===== config.mk =====
export PLATFORM = sky130hd
export DESIGN_NAME = ezp_stream_arb
export DESIGN_NICKNAME = d
export VERILOG_FILES = /design/src/rtl/ezp_stream_arb.sv
export SDC_FILE = /design/constraint.sdc
export NUM_CORES = 1
export LEC_CHECK = 0
export ABC_AREA = 0
export BUFFER_PORTS_ARGS = -buffer_cell sky130_fd_sc_hd__buf_2
export CAP_MARGIN = 20
export CORE_ASPECT_RATIO = 0.6
export CORE_UTILIZATION = 45
export DETAILED_ROUTE_END_ITERATION = 10
export GPL_TIMING_DRIVEN = 0
export PLACE_DENSITY = 0.72
export SYNTH_ARGS = -nofsm -noshare
export SYNTH_HDL_FRONTEND = slang
export SYNTH_SLANG_ARGS = --single-unit

===== constraint.sdc =====
create_clock -name clk -period 2.55 [get_ports clk]
set_input_delay 0.765 -clock clk [delete_from_list [all_inputs] [get_ports clk]]
set_output_delay 0.765 -clock clk [all_outputs]
set_load 0.02 [all_outputs]

===== src/rtl/ezp_stream_arb.sv =====
// Packet-locked round-robin arbiter: N byte-serial EZPack sources share one sink.
// Optional stall watchdog enabled by defining EZP_ARB_TIMEOUT_EN.
module ezp_stream_arb #(
  parameter int          N_SRC      = 4,
  parameter logic [7:0]  START_BYTE = 8'hAA,
  parameter int          MAX_PD_LEN = 2,
  parameter int          TIMEOUT    = 255
) (
  input  logic                   clk,
  input  logic                   rst,
  input  logic [8*N_SRC-1:0]     i_data,
  input  logic [N_SRC-1:0]       i_valid,
  output logic [N_SRC-1:0]       i_ready,
  output logic [7:0]             o_data,
  output logic                   o_valid,
  input  logic                   o_ready,
  output logic [((N_SRC > 1) ? $clog2(N_SRC) : 1)-1:0] o_src,
  output logic                   o_last,
  output logic                   o_drop,
  output logic                   o_abort
);

  localparam int SRC_W = (N_SRC > 1) ? $clog2(N_SRC) : 1;
  localparam int LEN_W = $clog2(MAX_PD_LEN + 6);

  if (N_SRC < 2 || MAX_PD_LEN < 0 || TIMEOUT < 1) begin : g_param_check
    $error("ezp_stream_arb: illegal parameter combination");
  end

  typedef enum logic [0:0] {
    S_IDLE = 1'b0,
    S_PASS = 1'b1
  } state_t;

  state_t               r_state;
  state_t               w_state_nxt;
  logic [SRC_W-1:0]     r_grant;
  logic [SRC_W-1:0]     r_rr;
  logic [SRC_W-1:0]     w_sel;
  logic [SRC_W-1:0]     w_grant_inc;
  logic                 w_sel_vld;
  logic [N_SRC-1:0]     w_start;
  logic [N_SRC-1:0]     w_junk;
  logic [7:0]           w_byte;
  logic [LEN_W-1:0]     r_cnt;
  logic [LEN_W-1:0]     r_pkt_len;
  logic [LEN_W-1:0]     w_hdr_len;
  logic                 w_xfer;
  logic                 w_last;
  logic                 w_abort;
  logic                 r_drop;
  logic                 r_abort;

  // Classify every offered byte as a start marker (candidate) or stray data.
  always_comb begin
    w_start = '0;
    w_junk  = '0;
    for (int k = 0; k < N_SRC; k++) begin
      w_start[k] = i_valid[k] && (i_data[8*k +: 8] == START_BYTE);
      w_junk[k]  = i_valid[k] && (i_data[8*k +: 8] != START_BYTE);
    end
  end

  // Scan downward from the pointer's farthest wrap so the nearest candidate wins.
  always_comb begin
    int j;
    w_sel     = '0;
    w_sel_vld = 1'b0;
    for (int k = N_SRC - 1; k >= 0; k--) begin
      j         = int'(r_rr) + k;
      j         = (j >= N_SRC) ? (j - N_SRC) : j;
      w_sel     = w_start[j] ? SRC_W'(j) : w_sel;
      w_sel_vld = w_sel_vld | w_start[j];
    end
  end

  always_comb begin
    w_byte = 8'h00;
    for (int k = 0; k < N_SRC; k++) begin
      w_byte = (r_grant == SRC_W'(k)) ? i_data[8*k +: 8] : w_byte;
    end
  end

  always_comb begin
    if (int'(w_byte) > MAX_PD_LEN) begin
      w_hdr_len = LEN_W'(MAX_PD_LEN + 5);
    end else begin
      w_hdr_len = LEN_W'(int'(w_byte) + 5);
    end
  end

  assign w_grant_inc = (r_grant == SRC_W'(N_SRC - 1)) ? {SRC_W{1'b0}} : (r_grant + SRC_W'(1));
  // Length byte is the third byte, so o_last can never fire before it is known.
  assign w_last      = (r_state == S_PASS) && (r_cnt == (r_pkt_len - LEN_W'(1))) &&
                       (r_cnt >= LEN_W'(2));

`ifdef EZP_ARB_TIMEOUT_EN
  localparam int TO_W = $clog2(TIMEOUT + 1);
  logic [TO_W-1:0] r_stall;

  assign w_abort = (r_state == S_PASS) && !i_valid[r_grant] &&
                   (r_stall == TO_W'(TIMEOUT - 1));

  // Counts only source-side stalls; sink backpressure holds the count.
  always_ff @(posedge clk) begin
    if (rst) begin
      r_stall <= {TO_W{1'b0}};
    end else if ((r_state != S_PASS) || w_xfer || w_abort) begin
      r_stall <= {TO_W{1'b0}};
    end else if (!i_valid[r_grant]) begin
      r_stall <= r_stall + TO_W'(1);
    end else begin
      r_stall <= r_stall;
    end
  end
`else
  assign w_abort = 1'b0;
`endif

  always_ff @(posedge clk) begin
    if (rst) begin
      r_state <= S_IDLE;
    end else begin
      r_state <= w_state_nxt;
    end
  end

  always_comb begin
    w_state_nxt = r_state;
    o_data      = 8'h00;
    o_valid     = 1'b0;
    i_ready     = '0;
    w_xfer      = 1'b0;
    if (rst) begin
      w_state_nxt = S_IDLE;
    end else begin
      case (r_state)
        S_IDLE: begin
          i_ready = w_junk;
          if (w_sel_vld) begin
            w_state_nxt = S_PASS;
          end else begin
            w_state_nxt = S_IDLE;
          end
        end
        S_PASS: begin
          o_data           = w_byte;
          o_valid          = i_valid[r_grant];
          i_ready[r_grant] = o_ready;
          w_xfer           = i_valid[r_grant] && o_ready;
          if ((w_xfer && w_last) || w_abort) begin
            w_state_nxt = S_IDLE;
          end else begin
            w_state_nxt = S_PASS;
          end
        end
        default: begin
          w_state_nxt = S_IDLE;
        end
      endcase
    end
  end

  always_ff @(posedge clk) begin
    if (rst) begin
      r_grant   <= {SRC_W{1'b0}};
      r_rr      <= {SRC_W{1'b0}};
      r_cnt     <= {LEN_W{1'b0}};
      r_pkt_len <= LEN_W'(MAX_PD_LEN + 5);
      r_drop    <= 1'b0;
      r_abort   <= 1'b0;
    end else begin
      r_drop  <= (r_state == S_IDLE) && (|w_junk);
      r_abort <= w_abort;
      if ((r_state == S_IDLE) && w_sel_vld) begin
        r_grant <= w_sel;
      end else begin
        r_grant <= r_grant;
      end
      if (w_xfer) begin
        if (w_last) begin
          r_cnt <= {LEN_W{1'b0}};
          r_rr  <= w_grant_inc;
        end else begin
          r_cnt <= r_cnt + LEN_W'(1);
          r_rr  <= r_rr;
        end
        if (r_cnt == LEN_W'(2)) begin
          r_pkt_len <= w_hdr_len;
        end else begin
          r_pkt_len <= r_pkt_len;
        end
      end else if (w_abort) begin
        r_cnt     <= {LEN_W{1'b0}};
        r_rr      <= w_grant_inc;
        r_pkt_len <= r_pkt_len;
      end else begin
        r_cnt     <= r_cnt;
        r_rr      <= r_rr;
        r_pkt_len <= r_pkt_len;
      end
    end
  end

  assign o_src   = r_grant;
  assign o_last  = w_last && !rst;
  assign o_drop  = r_drop;
  assign o_abort = r_abort;

endmodule

# --- Word-level counts from Yosys, hierarchy flattened ---
# Index checks and enable logic that the tools add are counted.
word_totals:
  romBits: 0
  mem_count: 0
  ram_bits: 0
  regBits: 12
  input_bits: 39
  latch_bits: 0
  out_inout_bits: 18
classes:
  order_cmp: 12
  shift: 0
  reduce_logical: 21
  muxes: 42
  n_mul: 0
  bitwise_logic: 5
  n_eq_ne: 13
  add_sub_neg: 11
  n_div: 0
ops:
  columns: ["operator", "n"]
  rows:
  - ["32-bit by 4-bit less-than comparator with 1-bit output (second input constant)", 4]
  - ["32-bit 2-to-1 mux", 4]
  - ["8-bit 2-to-1 mux", 6]
  - ["8-bit == test (second input constant)", 4]
  - ["8-bit != test (second input constant)", 4]
  - ["1-bit logical AND", 16]
  - ["1-bit 2-to-1 mux", 16]
  - ["3-bit by 3-bit subtractor with 4-bit output (second input constant)", 3]
  - ["1-bit binary-select mux with 2-bit select", 5]
  - ["2-bit 2-to-1 mux", 5]
  - ["3-bit greater-or-equal comparator (second input constant)", 3]
  - ["8-bit by 2-bit greater-than comparator with 1-bit output (second input constant)", 1]
  - ["4-bit case mux with 2 select lines", 1]
  - ["2-bit by 2-bit adder with 3-bit output (second input constant)", 2]
  - ["3-bit 2-to-1 mux", 2]
  - ["4-bit bitwise AND", 1]
  - ["2-bit == test (second input constant)", 2]
  - ["4-bit 2-to-1 mux", 1]
  - ["2-bit AND reduction", 2]
  - ["4-bit OR reduction", 1]
  - ["2-bit by 3-bit subtractor with 4-bit output (second input constant)", 1]
  - ["2-bit by 1-bit adder with 3-bit output (second input constant)", 1]
  - ["3-bit by 1-bit adder with 3-bit output (second input constant)", 1]
  - ["3-bit adder (second input constant)", 1]
  - ["15 further kinds", 17]

# --- Logic depth before layout (Yosys ltp) ---
depth:
  word_depth: 11
  ltp_mapped: 11
  mapped_depth_nobuf: 10

# --- Worst setup path before layout ---
# Ideal clock, no wire load.
synth_path:
  kind: "register to output"
  startpoint: "register r_grant[0], in the netlist o_src[0]"
  endpoint: "output o_data[2]"
  path_stages_with_launch: 7
  path_slack_ps: -698
  t_required_ps: 1785
  arrival_time_ps: 2483
  n_path_buf: 2
  path_cell_list: "dfxtp_1 ha_1 clkbuf_2 clkbuf_1 nor2_1 and3_1 a2111oi_0"
synth_between:
  elab_chain_cells: 7
  word_cells_on_any_way: 10
  cone_classes: "eq/ne (3); mux (6); reduce/logical (1)"
synth_lines:
  columns: ["item", "line_no", "source"]
  rows:
  - ["from (decl)", "37", "logic [SRC_W-1:0] r_grant;"]
  - ["from (signal assigned)", "166", "r_grant <= {SRC_W{1'b0}};"]
  - ["from (signal assigned)", "176", "r_grant <= w_sel;"]
  - ["from (signal assigned)", "178", "r_grant <= r_grant;"]
  - ["2-bit logical NOT", "80", "w_byte = (r_grant == SRC_W'(k)) ? i_data[8*k +: 8] : w_byte;"]
  - ["8-bit 2-to-1 mux (3 in a row)", "80", null]
  - ["8-bit 2-to-1 mux (*)", "80", null]
  - ["8-bit 2-to-1 mux (*)", "137", "case (r_state)"]
  - ["8-bit 2-to-1 mux (*)", "134", "if (rst) begin"]
  - ["to (decl)", "14", "output logic [7:0] o_data,"]
# Mark *: on every way between the ends. The rest lies on a longest branch, timed or not.

# --- Worst setup path after layout ---
layout_path:
  startpoint: "register r_pkt_len[0]"
  endpoint: "output o_last"
layout_between:
  elab_chain_cells: 5
layout_lines:
  columns: ["item", "line_no", "source"]
  rows:
  - ["from (decl)", "46", "logic [LEN_W-1:0] r_pkt_len;"]
  - ["from (signal assigned)", "169", "r_pkt_len <= LEN_W'(MAX_PD_LEN + 5);"]
  - ["from (signal assigned)", "189", "r_pkt_len <= w_hdr_len;"]
  - ["from (signal assigned)", "191", "r_pkt_len <= r_pkt_len;"]
  - ["3-bit by 1-bit subtractor with 3-bit output", "94", "assign w_last = (r_state == S_PASS) && (r_cnt == (r_pkt_len - LEN_W'(1))) &&"]
  - ["3-bit == test", "94", null]
  - ["1-bit logical AND (2 in a row)", "94", null]
  - ["1-bit logical AND", "206", "assign o_last = w_last && !rst;"]
  - ["to (decl)", "18", "output logic o_last,"]
# Every way passes these cells.

==> results.md <==
* DR pass1 iterations at 5
* Syn avg cell area at between 7 and 8 sq um
* Fillers at 142
* Gr usage total at 0.334
* Crit path max-delay cell type: or3b_4
* Most common cell in the netlist: nand2_1
* Worst Hold Class: reg2reg
* Antenna Nets Post-Route at 0
* # setup viols final at 8
* Main synth FF type: dfxtp_1
* Critical path buffers and inverters at 2
* Final core occ at 0.863
* Power Internal at 410 uW
* WHS Path Cells at 2
* Initial antenna violation count at 0
* Post-synth EDFFs at 0
* Clock power share at 0.372
* CTS Hold Bufs at 0
* I/O Pins at 57
* Status: finished, violations left
* Remaining Overflow, GRT at 0
* Number of global-route vias before repair at roughly 1,700
* P per Cell Area at 229 mW/mm^2
* Layout cells sized above 1 at 0.511
* YS warnings at 0
* H-tree depth at 1
* Clock tree from TritonCTS: done
* Root Buffer: clkbuf_8
* Leak at around 1.1 nW
* Global-route wire length before repair at ~8.3 mm
* Sequential share of power at 0.321
* Final Skew at ~0.002 ns
* Cell Area, Placed at ~0.0018 sq mm
* Largest net degree at the start of global routing at 12
* Clk pin slew, worst setup/hold paths at roughly 0.060 ns
* Worst setup slack after layout at -0.163 ns
* RSZ-0062 raised after global routing: true
* Sink Count at 12
* Power share of the combinational group at 0.307
* Detailed-route via count at about 2,300
* Synth area leaders: dfxtp_1 (17%), ha_1 (7.9%), nand2_1 (6.6%)
* Die X at 74.7 um
* Area leader, netlist: dfxtp_1
* Cells along the critical path: inv_2, ha_4, nor2b_4, or3b_4, a211o_4, nor2_4, buf_6
* Synth Register Bits at 12
* Design area at 0.00254 sq mm
* Post-Syn Area at 0.00143 sq mm
* Sw Share at 0.296
* Violated checks: negative setup slack
* CP peak stage delay at roughly 0.38 ns
* Clock Path Buffers at 2
* Post-Syn Instances at a little under 200
* Syn Nets at roughly 240
* Routability Congestion at 0.983
* Via density at between 7 and 8
* DRC Markers at 0
* DIE AREA at roughly 0.0034 sq mm
* Final max-slew violation count at 0
* CP delay by family, top: simple AND/OR/NAND/NOR gates
* R2R depth at 7
* Peak VDD IR at 0.228 mV
* Area Growth Syn to Fin at 77.9%
* Ant. Diodes at 0
* # Max-Cap Violations at 0
* Nets at 327
* Switching power at 173 uW
* Final HPWL DP at 3.71 mm
* CP Class: reg2out
* I/O Buffers at 54
* CP required at 1.79 ns
* Top post-synthesis cells by count: nand2_1 (25), nor2_1 (14), dfxtp_1 (12)
* Final worst path period share at 1.06
* Hold Vio Cnt, Final at 0
* Post-synth cell types at 60
* Seq/Total Area, Yosys at 0.168
* Power Total at 583 uW
* Rows at 15
* Startpoint types: flip-flop
* Fmax at 369 MHz
* Crit-path max FO at 2
* WP depth at 7
* DP Worst Slack at -0.558 ns
* WL per Instance at 22.7 um
* Worst EP arrival at 1.95 ns
* Clk Latency, worst-skew pair at 0.25 ns
* CTS Buf Count at 3
* Max_slew headroom at 0.534
* TNS Setup at -0.602 ns
* Initial core utilization at 0.485
* Die Span Y at 45.7 um
* Initial drt markers at 349
* Minimum clock period at ~2.7 ns
* Overall routed net length at 7.27 mm
* Area of the core at 0.00295 sq mm
* Slew @ Worst Pin at between 0.6 and 0.7 ns
* Area share of the leading cell type in the synthesized netlist at 0.168
* Post-synth ARST share at 0
* Crit end category: output pin
[layout by cell type (no fill, tap or decap), types with 5 or more instances in the layout]
cell type	Yosys	layout
ha_4	0	5
nand3_1	8	8
nand2_1	25	21
and3_1	8	5
buf_2	0	33
nor4bb_4	0	8
buf_4	1	25
dfxtp_1	12	8
a21oi_1	10	7
buf_6	0	23
nor2_1	14	12
inv_1	11	6
[final timing paths]
path	startpoint	to	slack (ns)
max	r_pkt_len[0]$_SDFFE_PP1P_	o_last	-0.16
min	r_pkt_len[1]$_SDFFE_PP1P_	r_pkt_len[1]$_SDFFE_PP1P_	0.53
max reg2reg	o_src[0]$_SDFFE_PP0P_	r_pkt_len[0]$_SDFFE_PP1P_	0.15
min reg2reg	r_pkt_len[1]$_SDFFE_PP1P_	r_pkt_len[1]$_SDFFE_PP1P_	0.53
[flip-flops by register name, summed over array words and instances, names as in the netlist]
name / cells
o_drop: 1
o_src: 2
r_cnt: 3
r_pkt_len: 3
r_rr: 2
r_state: 1
[repair_timing]
item | 4_1_cts | 5_1_grt
cloned | 0 | 1
setup endpoints to repair | 13 | 14
gates resized for setup | 59 | 67
setup buffers | 7 | 19
pin swaps | 4 | 29
[metal layers]
metal  vias to the layer above  share of wire  track usage
li1                        908              -            -
met1                      1050           0.38        0.493
met2                       238           0.41        0.510
met3                        71           0.14       0.0752
met4                         0          0.072       0.0340
met5                         -              0            0
[power groups by stage]
stage	Sequential (mW)	Combinational [mW]	Clock [mW]
global placement	0.193	0.109	0
detailed placement	0.193	0.109	0
floorplan	0.195	0.0519	0
CTS	0.187	0.133	0.210
finish	0.187	0.179	0.217
global route	0.187	0.183	0.226
[cells by family (layout without fill, tap and decap cells)]
kind of cell | Yosys count | count (layout) | share of synthesized area
xor gates and xnor gates | 2 | 2 | 0.0123
muxes | 1 | 1 | 0.0158
DFF | 12 | 12 | 0.168
other | 1 | 1 | 0.00262
AOI/OAI and AO/OA | 49 | 49 | 0.249
adders and majority gates | 9 | 9 | 0.0788
and+or+nand+nor | 101 | 101 | 0.415
buffers and inverters | 21 | 103 | 0.0587
[through the flow]
step	hold WS, ns	std cells
floorplan	0.468	196
global placement	0.507	292
detailed placement	0.511	292
CTS	0.519	300
global route	0.553	320
finish	0.525	320
[worst reg2reg max path, cell delays in order (launching register included)]
cell     delay [ns]
dfxtp_4        0.39
buf_4          0.15
mux4_2         0.38
buf_4          0.13
nand4_2        0.23
nor3b_1        0.66
and3_1         0.27
a21oi_1        0.06
[layout make-up]
type | count | area, sq um | share of cell area
Inverter | 12 | 58.8 | 0.0231
Buffer | 6 | 48.8 | 0.0192
Sequential cell | 12 | 250 | 0.0984
Timing Repair Buffer | 81 | 629 | 0.248
Tap cell | 42 | 52.6 | 0.0207
Clock buffer | 4 | 55.1 | 0.0217
Multi-Input combinational cell | 163 | 1450 | 0.569
(Power assumes the default switching activity.)
